==> config.mk <==
export PLATFORM = sky130hd
export DESIGN_NAME = pc_fetch_unit
export DESIGN_NICKNAME = d
export VERILOG_FILES = /design/src/rtl/cpu24_pkg.sv /design/src/rtl/pc_next_mux.sv /design/src/rtl/pc_fetch_unit.sv
export SDC_FILE = /design/constraint.sdc
export NUM_CORES = 1
export LEC_CHECK = 0
export ABC_CLOCK_PERIOD_IN_PS = 2500
export CAP_MARGIN = 25
export CELL_PAD_IN_SITES_DETAIL_PLACEMENT = 1
export CELL_PAD_IN_SITES_GLOBAL_PLACEMENT = 1
export CORE_MARGIN = 3
export CORE_UTILIZATION = 28
export CTS_BUF_LIST = sky130_fd_sc_hd__clkbuf_8
export CTS_CLUSTER_DIAMETER = 30
export DETAILED_ROUTE_END_ITERATION = 10
export PLACE_DENSITY = 0.85
export SYNTH_ARGS = -nofsm -noshare
export SYNTH_HDL_FRONTEND = slang
export SYNTH_SLANG_ARGS = --single-unit
export TNS_END_PERCENT = 100
==> constraint.sdc <==
create_clock -name clk -period 2.5 [get_ports clk]
set_input_delay 0.5 -clock clk [delete_from_list [all_inputs] [get_ports clk]]
set_output_delay 0.5 -clock clk [all_outputs]
set_load 0.03 [all_outputs]
==> src/rtl/cpu24_pkg.sv <==
`default_nettype none
// ============================================================================
//  Module   : cpu24_pkg
//  Purpose  : Shared constants and types for the 24-bit CPU fetch stage.
//             ADDR_W / DATA_W  - address and instruction word widths
//             RESET_PC         - PC value loaded on reset
//             PC_INC           - sequential increment (word-addressed memory)
//             fetch_state_t    - fetch FSM state encoding
//  Revision : 1.0  initial release
// ============================================================================
package cpu24_pkg;

  localparam int ADDR_W = 24;
  localparam int DATA_W = 24;

  localparam logic [ADDR_W-1:0] RESET_PC = 24'h000000;
  localparam logic [ADDR_W-1:0] PC_INC   = 24'h000001;

  typedef enum logic [1:0] {
    FETCH  = 2'd0,
    HOLD   = 2'd1,
    BUBBLE = 2'd2
  } fetch_state_t;

endpackage
`default_nettype wire

==> src/rtl/pc_next_mux.sv <==
`default_nettype none
// ============================================================================
//  Module   : pc_next_mux
//  Purpose  : Combinational next-PC priority select:
//             jump_target > branch_target > pc + PC_INC.
//  Ports    : pc             in   current program counter
//             jump           in   jump redirect request
//             jump_target    in   jump destination
//             branch_taken   in   taken-branch redirect request
//             branch_target  in   branch destination
//             pc_inc         out  pc + PC_INC (modulo 2^ADDR_W)
//             next_pc        out  selected next PC
//  Revision : 1.0  initial release
// ============================================================================
module pc_next_mux
  import cpu24_pkg::*;
(
  input  logic [ADDR_W-1:0] pc,
  input  logic              jump,
  input  logic [ADDR_W-1:0] jump_target,
  input  logic              branch_taken,
  input  logic [ADDR_W-1:0] branch_target,
  output logic [ADDR_W-1:0] pc_inc,
  output logic [ADDR_W-1:0] next_pc
);

  logic [ADDR_W-1:0] w_seq_or_branch;

  // Unsigned add wraps naturally at 2^ADDR_W; the carry is simply dropped.
  assign pc_inc = pc + PC_INC;

  // Two cascaded 2:1 selects: the jump stage sits last so it wins.
  assign w_seq_or_branch = branch_taken ? branch_target : pc_inc;
  assign next_pc         = jump ? jump_target : w_seq_or_branch;

endmodule
`default_nettype wire

==> src/rtl/pc_fetch_unit.sv <==
`default_nettype none
// ============================================================================
//  Module   : pc_fetch_unit
//  Purpose  : Instruction fetch stage. Holds the PC, issues word fetches over
//             an imem req/ready handshake and presents one instruction at a
//             time to decode over a valid/ready handshake. Redirects (jump or
//             taken branch) squash in-flight work and insert one bubble.
//  Ports    : clk, rst              clock, synchronous active-high reset
//             jump, jump_target     unconditional redirect
//             branch_taken, branch_target  taken-branch redirect
//             imem_req, imem_addr   fetch request / address (= pc)
//             imem_ready, imem_rdata  memory accept + returned word
//             instr_valid, instr_ready  decode handshake
//             instr_out, pc_out, pc_plus_out  fetched word, its address, link
//  Revision : 1.0  initial release
// ============================================================================
module pc_fetch_unit
  import cpu24_pkg::*;
(
  input  logic              clk,
  input  logic              rst,
  input  logic              jump,
  input  logic [ADDR_W-1:0] jump_target,
  input  logic              branch_taken,
  input  logic [ADDR_W-1:0] branch_target,
  output logic              imem_req,
  output logic [ADDR_W-1:0] imem_addr,
  input  logic              imem_ready,
  input  logic [DATA_W-1:0] imem_rdata,
  output logic              instr_valid,
  input  logic              instr_ready,
  output logic [DATA_W-1:0] instr_out,
  output logic [ADDR_W-1:0] pc_out,
  output logic [ADDR_W-1:0] pc_plus_out
);

  fetch_state_t      r_state;
  fetch_state_t      w_state_next;
  logic [ADDR_W-1:0] r_pc;
  logic [ADDR_W-1:0] w_pc_next;
  logic [ADDR_W-1:0] w_pc_inc;
  logic [ADDR_W-1:0] w_mux_pc;
  logic              r_valid;
  logic              w_valid_next;
  logic [DATA_W-1:0] r_instr;
  logic [ADDR_W-1:0] r_pc_out;
  logic [ADDR_W-1:0] r_pc_plus;
  logic              w_redirect;
  logic              w_capture;

  pc_next_mux u_pc_next_mux (
    .pc            (r_pc),
    .jump          (jump),
    .jump_target   (jump_target),
    .branch_taken  (branch_taken),
    .branch_target (branch_target),
    .pc_inc        (w_pc_inc),
    .next_pc       (w_mux_pc)
  );

  assign w_redirect = jump | branch_taken;
  // A redirect in the same cycle squashes the returned word.
  assign w_capture  = (r_state == FETCH) && imem_ready && !w_redirect;

  // Next-state and next-register selection.
  always_comb begin
    w_state_next = r_state;
    w_valid_next = r_valid;
    w_pc_next    = r_pc;

    unique case (r_state)
      FETCH: begin
        if (w_capture) begin
          w_state_next = HOLD;
          w_valid_next = 1'b1;
          w_pc_next    = w_pc_inc;
        end
      end
      HOLD: begin
        if (instr_ready) begin
          w_state_next = FETCH;
          w_valid_next = 1'b0;
        end
      end
      BUBBLE: begin
        w_state_next = FETCH;
      end
      default: begin
        w_state_next = FETCH;
        w_valid_next = 1'b0;
      end
    endcase

    // Redirect beats every state transition, including a decode accept.
    if (w_redirect) begin
      w_state_next = BUBBLE;
      w_valid_next = 1'b0;
      w_pc_next    = w_mux_pc;
    end
  end

  always_ff @(posedge clk) begin
    if (rst) begin
      r_state <= FETCH;
      r_pc    <= RESET_PC;
      r_valid <= 1'b0;
    end else begin
      r_state <= w_state_next;
      r_pc    <= w_pc_next;
      r_valid <= w_valid_next;
    end
  end

  always_ff @(posedge clk) begin
    if (rst) begin
      r_instr   <= '0;
      r_pc_out  <= RESET_PC;
      r_pc_plus <= RESET_PC + PC_INC;
    end else if (w_capture) begin
      r_instr   <= imem_rdata;
      r_pc_out  <= r_pc;
      r_pc_plus <= w_pc_inc;
    end
  end

  // The request is masked while reset is held so nothing is launched into
  // memory during a reset cycle; otherwise it depends only on state.
  assign imem_req    = (r_state == FETCH) && !rst;
  assign imem_addr   = r_pc;
  assign instr_valid = r_valid;
  assign instr_out   = r_instr;
  assign pc_out      = r_pc_out;
  assign pc_plus_out = r_pc_plus;

endmodule
`default_nettype wire

==> summary.md <==
| Metric | Value |
|---|---|
| Status | `finished clean` |
| IO Count | `176` |
| Synthesized cell area | `4430 um2` |
| Ratio of cells with drive above 1 in the final layout | `10.7%` |
| CP max FO | `3` |
| Reg2Reg Capture Point | `imem_addr[22]` |
| Area Growth Syn to Fin | `55.5%` |
| Final hold viol count | `0` |
| DRT Pass-1 Iters | `5` |
| Hold Path End | `instr_out[21]` |
| Post-CTS Setup Repair Bufs | `0` |
| Initial antenna violation count | `0` |
| Final net count | `829` |
| CTS tree | `yes` |
| Syn Inst Count | `567` |
| Clock-pin slew on the worst setup and hold paths | `0.09 ns` |
| Critical Path AT | `2.64 ns` |
| Most common cell after layout, fill and taps aside | `clkdlybuf4s50_1` |
| Yosys cell types | `56` |
| Leak Pwr | `2.38 nW` |
| Hold Startpoint | `instr_out[21]` |
| Seq/Total Area, Yosys | `44.7%` |
| H-tree depth | `3` |
| CTS root buf | `clkbuf_8` |
| Hold path cells | `2` |
| R2R Path Start | `imem_addr[0]` |
| Remaining design rule violation count | `0` |
| DRT iter0 DRCs | `179` |
| Initial Util | `28.8%` |
| Antenna Cells | `0` |
| Design area | `6890 um2` |
| Post-place instance area | `6680 um2` |
| Largest net degree at the start of global routing | `57` |
| Clock buffer count from CTS | `9` |
| Clock Skews | `0.00568 ns` |
| Die height | `132 um` |
| Vias after detailed routing | `4,835` |
| Power consumption | `0.00363 W` |
| Final core utilization | `44.9%` |
| Startpoint types | `register` |
| GPL Wtd Cong | `0.868` |
| PwrDens | `526 nW/um2` |
| Port bufs | `175` |
| R2r setup slk | `0.17 ns` |
| Pre-CTS WS | `-0.152 ns` |
| Ys async rst share | `0%` |
| Detail Placement HPWL | `12.8 mm` |
| Vias per inst | `5.01` |
| Commonest cells after routing, fill and taps aside | `clkdlybuf4s50_1, nand2_1, dfxtp_1` |
| Max-Cap Viols | `0` |
| ANT nets after route | `0` |
| FF-to-FF path depth | `6` |
| Core area | `15,400 um2` |
| Total gr overflow | `0` |
| Die ar. | `17,400 um2` |
| Syn nets | `646` |
| Setup Crit Path Kind | `reg -> reg` |
| Post-cts sizing count | `0` |
| Global-route wire length before repair | `27.0 mm` |
| Max-slew violation count | `0` |
| Die X | `132 um` |
| Worst Path Required | `2.81 ns` |
| Max clock buf depth | `2` |
| Slew HR | `57.6%` |
| Ys flop type | `dfxtp_1` |
| Max VDD drop | `0.000282 V` |
| Final worst slack | `0.166 ns` |
| Non-filler instance count after layout | `965` |
| Final setup viols | `0` |
| Hold_buf cts | `0` |
| Final min period | `2.33 ns` |
| Yosys Warn Count | `0` |
| Routed len/inst | `17.6 um` |
| Row cnt | `45` |
| Number of global-route vias before repair | `4,940` |
| Sinks on the clock net | `99` |
| Hold Crit Class | `reg -> reg` |
| Placed cells | `950` |
| Synth Area per Inst | `7.82 um2` |
| Worst setup EP type | `register` |
| #FFs+latches synth | `99` |
| Clock Latency Late Sink | `0.38 ns` |
| Layout fillers | `1,858` |
| Unrepaired setup endpoints after global routing | `no` |
| EDFF count, synth | `0` |
| DRT Wirelength | `17.0 mm` |
| Max Fclk | `428 MHz` |
| Overall Global Routing Usage | `19.2%` |
| Period Utilization, post-route | `93.4%` |
| Worst-margin pin slew | `0.635 ns` |
-- registers in the layout (all words and copies together), names as in the netlist --
| signal | flops |
|---|---|
| instr_out | 24 |
| imem_addr | 24 |
| instr_valid | 1 |
| pc_plus_out | 24 |
| pc_out | 24 |
| r_state | 2 |
-- cell usage after synthesis, drive strengths merged, types with 3 or more instances --
| library cell | instances | area share (%) |
|---|---|---|
| nand2 | 120 | 10 |
| dfxtp | 99 | 45 |
| a21oi | 81 | 9.1 |
| clkbuf | 44 | 3.8 |
| nor2 | 39 | 3.3 |
| o21ai | 26 | 2.9 |
| xnor2 | 16 | 3.2 |
| a211oi | 13 | 2.2 |
| nor3 | 12 | 1.4 |
| nand4 | 11 | 1.6 |
| xor2 | 10 | 2.0 |
| nand3 | 9 | 1.3 |
| buf | 8 | 0.79 |
| nor4 | 8 | 1.1 |
| o22ai | 7 | 0.99 |
| a22oi | 5 | 0.85 |
| inv | 5 | 0.42 |
| a22o | 4 | 0.79 |
| o21a | 4 | 0.68 |
| or3 | 4 | 0.71 |
| mux2i | 3 | 0.68 |
| o221ai | 3 | 0.59 |
| o2bb2ai | 3 | 0.59 |
-- metrics by stage --
stage                     hold slack, ns  TNS, ns
final                              0.456        0
after global routing               0.480        0
after CTS                          0.460        0
after detailed placement           0.446   -0.588
after global placement             0.441   -0.206
after floorplan                    0.481        0
-- worst max path at each step --
stage,start,endpoint,cells after the start
2_1_floorplan,imem_addr[7],imem_addr[22],7
3_3_place_gp,imem_ready,imem_addr[22],5
3_5_place_dp,imem_ready,imem_addr[16],6
4_1_cts,imem_addr[0],imem_addr[22],6
5_1_grt,imem_addr[0],imem_addr[20],8
6_report,imem_addr[0],imem_addr[22],6
-- per-layer routing --
layer	track usage, %	part of all wire [%]	wire length [um]	vias up
met1	24.5	45	7680	2301
li1	-	-	-	2341
met2	32.3	47	8070	174
met4	5.54	1.5	259	0
met5	0	0	0	-
met3	5.00	5.9	1010	19
-- cells by family after synthesis --
kind of cell | Yosys count | synth area share, %
AOI/OAI and AO/OA | 164 | 22.2
xor gates and xnor gates | 26 | 5.14
adders and majority gates | 1 | 0.282
buffers and inverters | 58 | 5.08
DFF | 99 | 44.7
muxes | 3 | 0.677
and+or+nand+nor | 216 | 21.9
-- cell type report --
class | instances | area (um2) | area share, %
inverter | 6 | 22.5 | 0.327
clock buffer | 12 | 165 | 2.40
timing repair buffer | 224 | 2160 | 31.4
clock inverter | 3 | 45.0 | 0.653
tap | 211 | 264 | 3.83
sequential | 99 | 1990 | 28.9
multi-input combinational | 410 | 2240 | 32.5
-- worst max-delay path, cell delays in order, from the launching register on --
cell,delay (ns)
dfxtp_4,0.36
ha_2,0.21
nand3_4,0.08
or4_1,0.57
or3_4,0.42
or4b_1,0.47
a31oi_1,0.16
-- report_power, final --
part	leakage, nW	total [W]	internal, W	switching (W)
combinational	1.46	0.000788	0.000369	0.000419
sequential	0.810	0.00173	0.00164	0.0000806
clock	0.109	0.00112	0.000543	0.000573
Power figures use the tool's default switching activity.
